**src/rtl/uart_pkg.sv**
```systemverilog
// Shared UART definitions: parity mode encodings, receiver FSM states and
// counter sizing helpers used by the UART receive path.
package uart_pkg;

   localparam logic [1:0] PAR_NONE = 2'b00;
   localparam logic [1:0] PAR_EVEN = 2'b01;
   localparam logic [1:0] PAR_ODD  = 2'b10;

   typedef enum logic [2:0] {
      ST_IDLE,
      ST_START,
      ST_DATA,
      ST_PARITY,
      ST_STOP
   } rx_state_e;

   // Width of a counter that must hold the values 0..n-1 (at least one bit).
   function automatic int cnt_width(input int n);
      return (n <= 2) ? 1 : $clog2(n);
   endfunction

   // Mode 2'b11 is reserved and behaves like PAR_NONE.
   function automatic logic parity_on(input logic [1:0] mode);
      return (mode == PAR_EVEN) || (mode == PAR_ODD);
   endfunction

endpackage

```
**src/rtl/uart_rx_cfg_if.sv**
```systemverilog
// Word-delivery side of the configurable UART receiver: valid/ready holding
// register plus per-word and sticky error flags.
interface uart_rx_cfg_if #(
   parameter int DATA_BITS = 8
);
   logic [DATA_BITS-1:0] o_data;
   logic                 o_valid;
   logic                 o_parity_err;
   logic                 o_frame_err;
   logic                 o_overrun;
   logic                 i_ready;
   logic                 i_clr_err;

   modport master (
      output o_data, o_valid, o_parity_err, o_frame_err, o_overrun,
      input  i_ready, i_clr_err
   );

   modport slave (
      input  o_data, o_valid, o_parity_err, o_frame_err, o_overrun,
      output i_ready, i_clr_err
   );
endinterface

```
**src/rtl/uart_rx_sync.sv**
```systemverilog
// Two-flop synchroniser for an asynchronous single-bit input; the reset value
// is a parameter so idle-high and idle-low lines can share it.
module uart_rx_sync #(
   parameter logic RESET_VAL = 1'b1
) (
   input  logic i_clk,
   input  logic i_reset,
   input  logic i_d,
   output logic o_q
);

   logic [1:0] sync_q;

   // NOTE: sequential state always uses non-blocking assignments so every
   // flop samples pre-edge values and the two stages really form a chain.
   always_ff @(posedge i_clk) begin
      if (i_reset) begin
         sync_q <= {2{RESET_VAL}};
      end else begin
         sync_q <= {sync_q[0], i_d};
      end
   end

   assign o_q = sync_q[1];

endmodule

```
**src/rtl/uart_rx_cfg.sv**
```systemverilog
// Parametrised oversampling UART receiver with runtime parity/stop selection,
// start-glitch rejection, error flags and a valid/ready output register.
module uart_rx_cfg
   import uart_pkg::*;
#(
   parameter int DATA_BITS  = 8,
   parameter int OVERSAMPLE = 16
) (
   input  logic          i_clk,
   input  logic          i_reset,
   input  logic          i_bd_tick,
   input  logic          i_rx,
   input  logic [1:0]    i_parity_mode,
   input  logic          i_two_stop,
   uart_rx_cfg_if.master rx_if
);

   localparam int TICK_W = cnt_width(OVERSAMPLE);
   localparam int BIT_W  = cnt_width(DATA_BITS);
   localparam logic [TICK_W-1:0] TICK_HALF = TICK_W'(OVERSAMPLE / 2 - 1);
   localparam logic [TICK_W-1:0] TICK_LAST = TICK_W'(OVERSAMPLE - 1);
   localparam logic [BIT_W-1:0]  BIT_LAST  = BIT_W'(DATA_BITS - 1);

   logic rxs;

   uart_rx_sync #(.RESET_VAL(1'b1)) u_sync (
      .i_clk   (i_clk),
      .i_reset (i_reset),
      .i_d     (i_rx),
      .o_q     (rxs)
   );

   // Frame reception state
   rx_state_e            state_q, state_d;
   logic [TICK_W-1:0]    tick_q, tick_d;
   logic [BIT_W-1:0]     bit_q, bit_d;
   logic                 stop2_q, stop2_d;
   logic [DATA_BITS-1:0] shreg_q, shreg_d;
   logic                 acc_q, acc_d;
   logic                 perr_q, perr_d;
   logic                 ferr_q, ferr_d;
   logic [1:0]           mode_q, mode_d;
   logic                 two_q, two_d;
   logic                 done_q, done_d;

   // Delivery register state
   logic [DATA_BITS-1:0] data_q;
   logic                 valid_q;
   logic                 perr_out_q;
   logic                 ferr_out_q;
   logic                 overrun_q;

   logic mid_bit;
   assign mid_bit = i_bd_tick && (tick_q == TICK_LAST);

   always_ff @(posedge i_clk) begin
      if (i_reset) begin
         state_q <= ST_IDLE;
         tick_q  <= '0;
         bit_q   <= '0;
         stop2_q <= 1'b0;
         shreg_q <= '0;
         acc_q   <= 1'b0;
         perr_q  <= 1'b0;
         ferr_q  <= 1'b0;
         mode_q  <= PAR_NONE;
         two_q   <= 1'b0;
         done_q  <= 1'b0;
      end else begin
         state_q <= state_d;
         tick_q  <= tick_d;
         bit_q   <= bit_d;
         stop2_q <= stop2_d;
         shreg_q <= shreg_d;
         acc_q   <= acc_d;
         perr_q  <= perr_d;
         ferr_q  <= ferr_d;
         mode_q  <= mode_d;
         two_q   <= two_d;
         done_q  <= done_d;
      end
   end

   // NOTE: every always_comb output gets its hold value first, so no path
   // through the case statement can leave a signal unassigned (no latches).
   always_comb begin
      state_d = state_q;
      tick_d  = tick_q;
      bit_d   = bit_q;
      stop2_d = stop2_q;
      shreg_d = shreg_q;
      acc_d   = acc_q;
      perr_d  = perr_q;
      ferr_d  = ferr_q;
      mode_d  = mode_q;
      two_d   = two_q;
      done_d  = 1'b0;

      unique case (state_q)
         ST_IDLE: begin
            if (!rxs) begin
               state_d = ST_START;
               tick_d  = '0;
               mode_d  = i_parity_mode;
               two_d   = i_two_stop;
            end
         end

         // Half-bit check of the start bit rejects short glitches.
         ST_START: begin
            if (i_bd_tick) begin
               if (tick_q == TICK_HALF) begin
                  if (rxs) begin
                     state_d = ST_IDLE;
                  end else begin
                     state_d = ST_DATA;
                     tick_d  = '0;
                     bit_d   = '0;
                     stop2_d = 1'b0;
                     acc_d   = 1'b0;
                     perr_d  = 1'b0;
                     ferr_d  = 1'b0;
                  end
               end else begin
                  tick_d = tick_q + TICK_W'(1);
               end
            end
         end

         ST_DATA: begin
            if (mid_bit) begin
               tick_d  = '0;
               shreg_d = {rxs, shreg_q[DATA_BITS-1:1]};
               acc_d   = acc_q ^ rxs;
               if (bit_q == BIT_LAST) begin
                  state_d = parity_on(mode_q) ? ST_PARITY : ST_STOP;
               end else begin
                  bit_d = bit_q + BIT_W'(1);
               end
            end else if (i_bd_tick) begin
               tick_d = tick_q + TICK_W'(1);
            end
         end

         ST_PARITY: begin
            if (mid_bit) begin
               tick_d  = '0;
               perr_d  = (mode_q == PAR_ODD) ? !(acc_q ^ rxs) : (acc_q ^ rxs);
               state_d = ST_STOP;
            end else if (i_bd_tick) begin
               tick_d = tick_q + TICK_W'(1);
            end
         end

         // Leave at the stop-bit centre so a back-to-back start edge is seen.
         ST_STOP: begin
            if (mid_bit) begin
               tick_d = '0;
               ferr_d = ferr_q | !rxs;
               if (two_q && !stop2_q) begin
                  stop2_d = 1'b1;
               end else begin
                  state_d = ST_IDLE;
                  done_d  = 1'b1;
               end
            end else if (i_bd_tick) begin
               tick_d = tick_q + TICK_W'(1);
            end
         end

         default: state_d = ST_IDLE;
      endcase
   end

   logic deliver;
   logic drop;
   assign deliver = done_q && (!valid_q || rx_if.i_ready);
   assign drop    = done_q && valid_q && !rx_if.i_ready;

   always_ff @(posedge i_clk) begin
      if (i_reset) begin
         data_q     <= '0;
         valid_q    <= 1'b0;
         perr_out_q <= 1'b0;
         ferr_out_q <= 1'b0;
         overrun_q  <= 1'b0;
      end else begin
         if (deliver) begin
            data_q     <= shreg_q;
            perr_out_q <= perr_q;
            ferr_out_q <= ferr_q;
            valid_q    <= 1'b1;
         end else if (valid_q && rx_if.i_ready) begin
            valid_q <= 1'b0;
         end

         // A new overrun beats a simultaneous clear.
         if (drop) begin
            overrun_q <= 1'b1;
         end else if (rx_if.i_clr_err) begin
            overrun_q <= 1'b0;
         end
      end
   end

   assign rx_if.o_data       = data_q;
   assign rx_if.o_valid      = valid_q;
   assign rx_if.o_parity_err = perr_out_q;
   assign rx_if.o_frame_err  = ferr_out_q;
   assign rx_if.o_overrun    = overrun_q;

endmodule

```
**src/flat_wrapper.sv**
```systemverilog
// flat-port wrapper written by rule: the top's interface ports become plain ports
module uart_rx_cfg_flat import uart_pkg::*;
#(
   parameter int DATA_BITS  = 8,
   parameter int OVERSAMPLE = 16
)
  (i_clk, i_reset, i_bd_tick, i_rx, i_parity_mode, i_two_stop, rx_if_o_data, rx_if_o_valid, rx_if_o_parity_err, rx_if_o_frame_err, rx_if_o_overrun, rx_if_i_ready, rx_if_i_clr_err);
  uart_rx_cfg_if #(.DATA_BITS(DATA_BITS)) rx_if_i ();
  input  logic i_clk;
  input  logic i_reset;
  input  logic i_bd_tick;
  input  logic i_rx;
  input  logic [1:0] i_parity_mode;
  input  logic i_two_stop;
  output wire logic [$bits(rx_if_i.o_data)-1:0] rx_if_o_data;
  output wire logic [$bits(rx_if_i.o_valid)-1:0] rx_if_o_valid;
  output wire logic [$bits(rx_if_i.o_parity_err)-1:0] rx_if_o_parity_err;
  output wire logic [$bits(rx_if_i.o_frame_err)-1:0] rx_if_o_frame_err;
  output wire logic [$bits(rx_if_i.o_overrun)-1:0] rx_if_o_overrun;
  input wire logic [$bits(rx_if_i.i_ready)-1:0] rx_if_i_ready;
  input wire logic [$bits(rx_if_i.i_clr_err)-1:0] rx_if_i_clr_err;
  assign rx_if_o_data = rx_if_i.o_data;
  assign rx_if_o_valid = rx_if_i.o_valid;
  assign rx_if_o_parity_err = rx_if_i.o_parity_err;
  assign rx_if_o_frame_err = rx_if_i.o_frame_err;
  assign rx_if_o_overrun = rx_if_i.o_overrun;
  assign rx_if_i.i_ready = rx_if_i_ready;
  assign rx_if_i.i_clr_err = rx_if_i_clr_err;
  uart_rx_cfg #(.DATA_BITS(DATA_BITS), .OVERSAMPLE(OVERSAMPLE)) u_core (.i_clk(i_clk), .i_reset(i_reset), .i_bd_tick(i_bd_tick), .i_rx(i_rx), .i_parity_mode(i_parity_mode), .i_two_stop(i_two_stop), .rx_if(rx_if_i));
endmodule
```
**config.mk**
```make
export PLATFORM = sky130hd
export DESIGN_NAME = uart_rx_cfg_flat
export DESIGN_NICKNAME = d
export VERILOG_FILES = /design/src/rtl/uart_pkg.sv /design/src/rtl/uart_rx_cfg_if.sv /design/src/rtl/uart_rx_sync.sv /design/src/rtl/uart_rx_cfg.sv /design/src/flat_wrapper.sv
export SDC_FILE = /design/constraint.sdc
export NUM_CORES = 1
export LEC_CHECK = 0
export BUFFER_PORTS_ARGS = -buffer_cell sky130_fd_sc_hd__buf_4
export CORE_MARGIN = 2
export CORE_UTILIZATION = 41
export CTS_CLUSTER_SIZE = 14
export DETAILED_ROUTE_END_ITERATION = 16
export PLACE_DENSITY = 0.62
export SKIP_CTS_REPAIR_TIMING = 1
export SLEW_MARGIN = 0
export SYNTH_ARGS = -nofsm -noshare
export SYNTH_HDL_FRONTEND = slang
export SYNTH_HIERARCHICAL = 1
export SYNTH_SLANG_ARGS = --single-unit
```
**constraint.sdc**
```tcl
create_clock -name i_clk -period 1.9 [get_ports i_clk]
set_input_delay 0.38 -clock i_clk [delete_from_list [all_inputs] [get_ports i_clk]]
set_output_delay 0.38 -clock i_clk [all_outputs]
set_load 0.005 [all_outputs]
```
* Word-level counts from Yosys, hierarchy flattened
Index checks and enable logic that the tools add are counted.
** Storage, ports and cells
- Register bits :: 40
- Word-level logic and storage cells :: 117
** Operators by class
- Eq/ne operators :: 21
- Reduce and logical (&&, ||, !) cells :: 31
- Add/sub/neg operators :: 2
- Mux-type cells :: 41
- Bitwise gates (word level) :: 5
** Operators with widths (count)
- 3-bit two-way mux :: 14
- 4-bit two-way mux :: 5
- 3-bit one-hot mux with 5 select lines :: 1
- 5-bit AND reduction :: 3
- 1-bit two-way mux :: 14
- 2-bit by 1-bit inequality test with 1-bit output, second input constant :: 6
- 4-bit one-hot mux with 3 select lines :: 1
- 6-bit AND reduction :: 2
- 2-bit inequality test, second input constant :: 5
- 2-bit nonzero test :: 5
- 1-bit one-hot mux with 2 select lines :: 4
- 8-bit AND reduction :: 1
- 3-bit by 2-bit equality test with 1-bit output, second input constant :: 2
- 3-bit equality test, second input constant :: 2
- 1-bit logical AND :: 6
- 3-bit one-hot mux with 2 select lines :: 1
- 3-bit OR reduction :: 2
- 1-bit logical NOT :: 5
- 4-bit by 1-bit adder with 4-bit output, second input constant :: 1
- 4-bit by 3-bit equality test with 1-bit output, second input constant :: 1
- 4-bit equality test, second input constant :: 1
- 2-bit AND reduction :: 2
- 3-bit by 1-bit adder with 3-bit output, second input constant :: 1
- 3-bit by 1-bit equality test with 1-bit output, second input constant :: 1
- other kinds (11) :: 14

* Depth between registers and ports, before layout
- Depth after elaboration :: 6
- Gate-level depth with buffers :: 7

* Modules after synthesis
Netlist, hierarchy kept.
** Modules (own cells, without submodules)
- uart_rx_cfg :: times used 1, cells each 218, area an instance 1886.8 um2
- uart_rx_sync :: times used 1, cells each 4, area an instance 52.6 um2

* Least setup slack after synthesis
Ideal clock, no wire load.
- Path type :: flip-flop to flip-flop
- From :: register u_core.tick_q[0]
- To :: register u_core.state_q[0]
- Required time :: 1.779 ns
- Cell stages (with the launch flop) :: 6
- Arrival time :: 1.565 ns
- Library setup time :: 0.121 ns
- Path slack :: 0.214 ns
- Path through :: dfxtp_1 ha_1 and4b_1 or3_1 o2111ai_2 mux2_4
** On the way
- Longest elaborated chain between the ends :: 4
- Elaborated cells between the ends (all ways) :: 8
** Ends and longest elaborated chain
- start: declaration :: RTL line uart_rx_cfg.sv:35 : logic [TICK_W-1:0] tick_q, tick_d;
- start signal: assignment :: RTL line uart_rx_cfg.sv:71 : tick_q <= tick_d;
- 4-bit equality test :: RTL line uart_rx_cfg.sv:54 : assign mid_bit = i_bd_tick && (tick_q == TICK_LAST);
- 1-bit logical AND :: RTL line uart_rx_cfg.sv:54
- 2-bit by 1-bit inequality test with 1-bit output (no source line)
- 8-bit AND reduction (no source line) (*)
- end signal: assignment :: RTL line uart_rx_cfg.sv:70 : state_q <= state_d;
- end: declaration :: RTL line uart_rx_cfg.sv:34 : rx_state_e state_q, state_d;
Mark *: on every way between the ends. The rest lies on a longest branch, timed or not.
A chain may end at the register's enable or synchronous reset.

* Final worst setup path
Ends and elaborated chain as after synthesis.

==> flow_metrics.py <==
metrics = {
    "status": {
        "status": "finished clean",
    },
    "routing": {
        "vias_per_cell": 5.229,
        "drtIter0Drc": 60,
        "drc": 0,
        "wl_per_cell_um": 12.86,
        "vias": 1574,
        "finalWirelength_um": 3872,
        "dr.pass1.iters": 4,
        "postRouteAntennaNets": 0,
    },
    "hold_path": {
        "min_delay_path_depth": 2,
        "worstHoldStart": "i_rx",
        "hold_path.class": "input port to register",
        "whs_endpoint": "u_core/u_sync/sync_q[0]$_SDFF_PP1_",
    },
    "synth": {
        "synth_area_sq_um": 1939,
        "syn-num-nets": 235,
        "ys_ff_latch": 40,
        "ys_seq_area_frac": 0.4129,
        "netlist.area_leader.share": 0.4129,
        "synthArstFlopShare": 0,
        "synth_edf_count": 0,
        "netlist_instances": 222,
        "synth_top_area_cell": "dfxtp_1",
        "post_synth_num_cell_types": 48,
        "syn_area_per_cell_sq_um": 8.736,
        "ys_warn_count": 6,
        "ys.flop_type": "dfxtp_1",
        "synth.area.top_cells": "dfxtp_1, mux2i_1, a21oi_1, nor2_1, nand2_1",
    },
    "clock_network": {
        "clkTransAtPathRegs_ns": 0.07,
        "clock_sinks": 40,
        "numCtsBuffers": 5,
        "clkLatencyLatePin_ns": 0.29,
        "clk_path_buf_depth": 2,
        "cts-htree-levels": 2,
        "cts_tree": "done",
        "cts_root_buf": "clkbuf_8",
    },
    "timing": {
        "rsz0062_at_grt": "false",
        "tightestPinTransition_ns": 0.5075,
        "max_freq_ghz": 0.5548,
        "tns_ns": 0,
        "hold_viol": 0,
        "min_period_ns": 1.802,
        "report.final.slew_viol_count": 0,
        "min_period_over_period": 0.9487,
        "fin_worst_skew_ns": 0.002521,
        "slew_headroom": 0.6612,
        "layout_setup_ws_ns": 0.09751,
        "setup_viol": 0,
    },
    "flow_run": {
        "max-cap-violations": 0,
    },
    "setup_path": {
        "r2r-end": "u_core/state_q[0]$_SDFFE_PP0P_",
        "arrival_ns": 1.98,
        "reg2regPathDepth": 5,
        "timing.critical_path.fanout_max": 6,
        "startpoint_type": "register",
        "rrSetupSlack_ns": 0.1,
        "r2r_start": "u_core/tick_q[0]$_SDFFE_PP0P_",
        "critPathRequiredTime_ns": 2.08,
        "end_kind": "register",
        "criticalPathCategory": "register to register",
    },
    "placed_design": {
        "dp_cells": 292,
        "routabilityCongestion": 0.8605,
        "pre_cts_ws_ns": 0.07399,
        "dp_hpwl_um": 2694,
        "io_buffers": 20,
    },
    "finish": {
        "drive_above_1_share": 0.2065,
        "nets": 260,
        "seqCellArea_sq_um": 800.8,
        "antenna_cells": 0,
        "multiInputGateArea_sq_um": 1057,
        "final_cell_mix": "dfxtp_1, buf_4, nor2_1",
        "fill_cells": 445,
        "mostFrequentLayoutCell": "dfxtp_1",
        "area_growth_syn_to_layout_pct": 18.90,
        "finalNonFillerCells": 301,
    },
    "global_route": {
        "grt_max_degree": 44,
        "antenna_found_initial": 0,
        "grt_pass1_vias": 1453,
        "grt_pass1_wl_um": 6568,
        "grt_util_all_layers": 0.1583,
        "grt_overflow": 0,
    },
    "floorplan": {
        "placeableCoreArea_sq_um": 4629,
        "io_pins": 21,
        "dieHeight_um": 72.78,
        "dieArea_sq_um": 5296,
        "floorplan.initialDensity": 0.4189,
        "die_w_um": 72.78,
        "row_count": 25,
    },
    "pwr": {
        "peakVddDrop_v": 0.0004509,
        "leakage_nw": 0.9495,
        "p_per_area_nw_per_um2": 930.9,
        "power_w": 0.002147,
    },
}
## stage by stage
step	hold slack [ns]	utilization	instance area (sq um)
finish	0.2735	0.4981	2306
CTS	0.2618	0.4924	2280
floorplan	0.3832	-	1939
detailed placement	0.3892	0.4646	2151
global placement	0.3857	0.4646	2151
global route	0.2669	0.4981	2306
## power breakdown
| part | leakage, nW | switching, W | internal [W] | total, W |
|---|---|---|---|---|
| sequential | 0.323 | 0.0000459 | 0.000874 | 0.000920 |
| combinational | 0.562 | 0.000233 | 0.000192 | 0.000425 |
| clock | 0.0642 | 0.000284 | 0.000517 | 0.000801 |
| total | 0.950 | 0.000563 | 0.00158 | 0.00215 |
## Yosys cell counts, types with 4 or more instances
master / count
buf_2: 5
dfxtp_1: 40
nand2b_1: 8
a21oi_1: 25
clkbuf_1: 4
nor2b_1: 5
nor3_1: 4
mux2i_1: 13
nand2_1: 24
ha_1: 4
nor2_1: 29
nand3_1: 8
a22oi_1: 4
## cell families after synthesis
group,share of synthesized area
compound gates,0.1561
fa+ha+maj,0.02581
simple gates,0.2568
mux,0.08258
xor+xnor,0.01807
flops,0.4129
buf+inv,0.04773
## cell type report
cell class | count | area share
multi-input combinational | 165 | 0.4585
tap | 54 | 0.02930
clock buffer | 5 | 0.02984
sequential | 40 | 0.3473
timing repair buffer | 32 | 0.1042
clock inverter | 2 | 0.02604
inverter | 3 | 0.004883
## layer usage
metal	track usage	vias to the layer above	share of wire
li1	-	823	-
met1	0.2044	721	0.49
met2	0.2576	28	0.47
met3	0.04144	2	0.033
met4	0.05144	0	0.0044
met5	0	-	0
## sequential cells by signal (all words and copies together) (netlist names), 2 cells and up
signal	flops
u_core/state_q	3
u_core/mode_q	2
u_core/tick_q	4
u_core/shreg_q	8
u_core/u_sync/sync_q	2
u_core/rx_if.o_data	8
u_core/bit_q	3
## how the worst max path moves through the flow
| stage | start | endpoint | slack (ns) | cells after the start |
|---|---|---|---|---|
| after CTS | u_core/tick_q[0]$_SDFFE_PP0P_ | u_core/acc_q$_SDFFE_PP0P_ | 0.04 | 6 |
| after global routing | u_core/tick_q[0]$_SDFFE_PP0P_ | u_core/bit_q[0]$_SDFFE_PP0P_ | 0.005 | 6 |
| after detailed placement | u_core/tick_q[0]$_SDFFE_PP0P_ | u_core/acc_q$_SDFFE_PP0P_ | 0.07 | 6 |
| after global placement | u_core/tick_q[0]$_SDFFE_PP0P_ | u_core/acc_q$_SDFFE_PP0P_ | 0.13 | 6 |
| after floorplan | u_core/tick_q[0]$_SDFFE_PP0P_ | u_core/state_q[0]$_SDFFE_PP0P_ | 0.21 | 5 |
| final | u_core/tick_q[0]$_SDFFE_PP0P_ | u_core/state_q[0]$_SDFFE_PP0P_ | 0.1 | 5 |
## critical path, cell delays in order, from the launching register on
cell and delay [ns]:
dfxtp_1 0.34, ha_1 0.29, and4b_1 0.26, or3_1 0.36, o2111ai_2 0.11, mux2_4 0.33
Power figures use the tool's default switching activity.
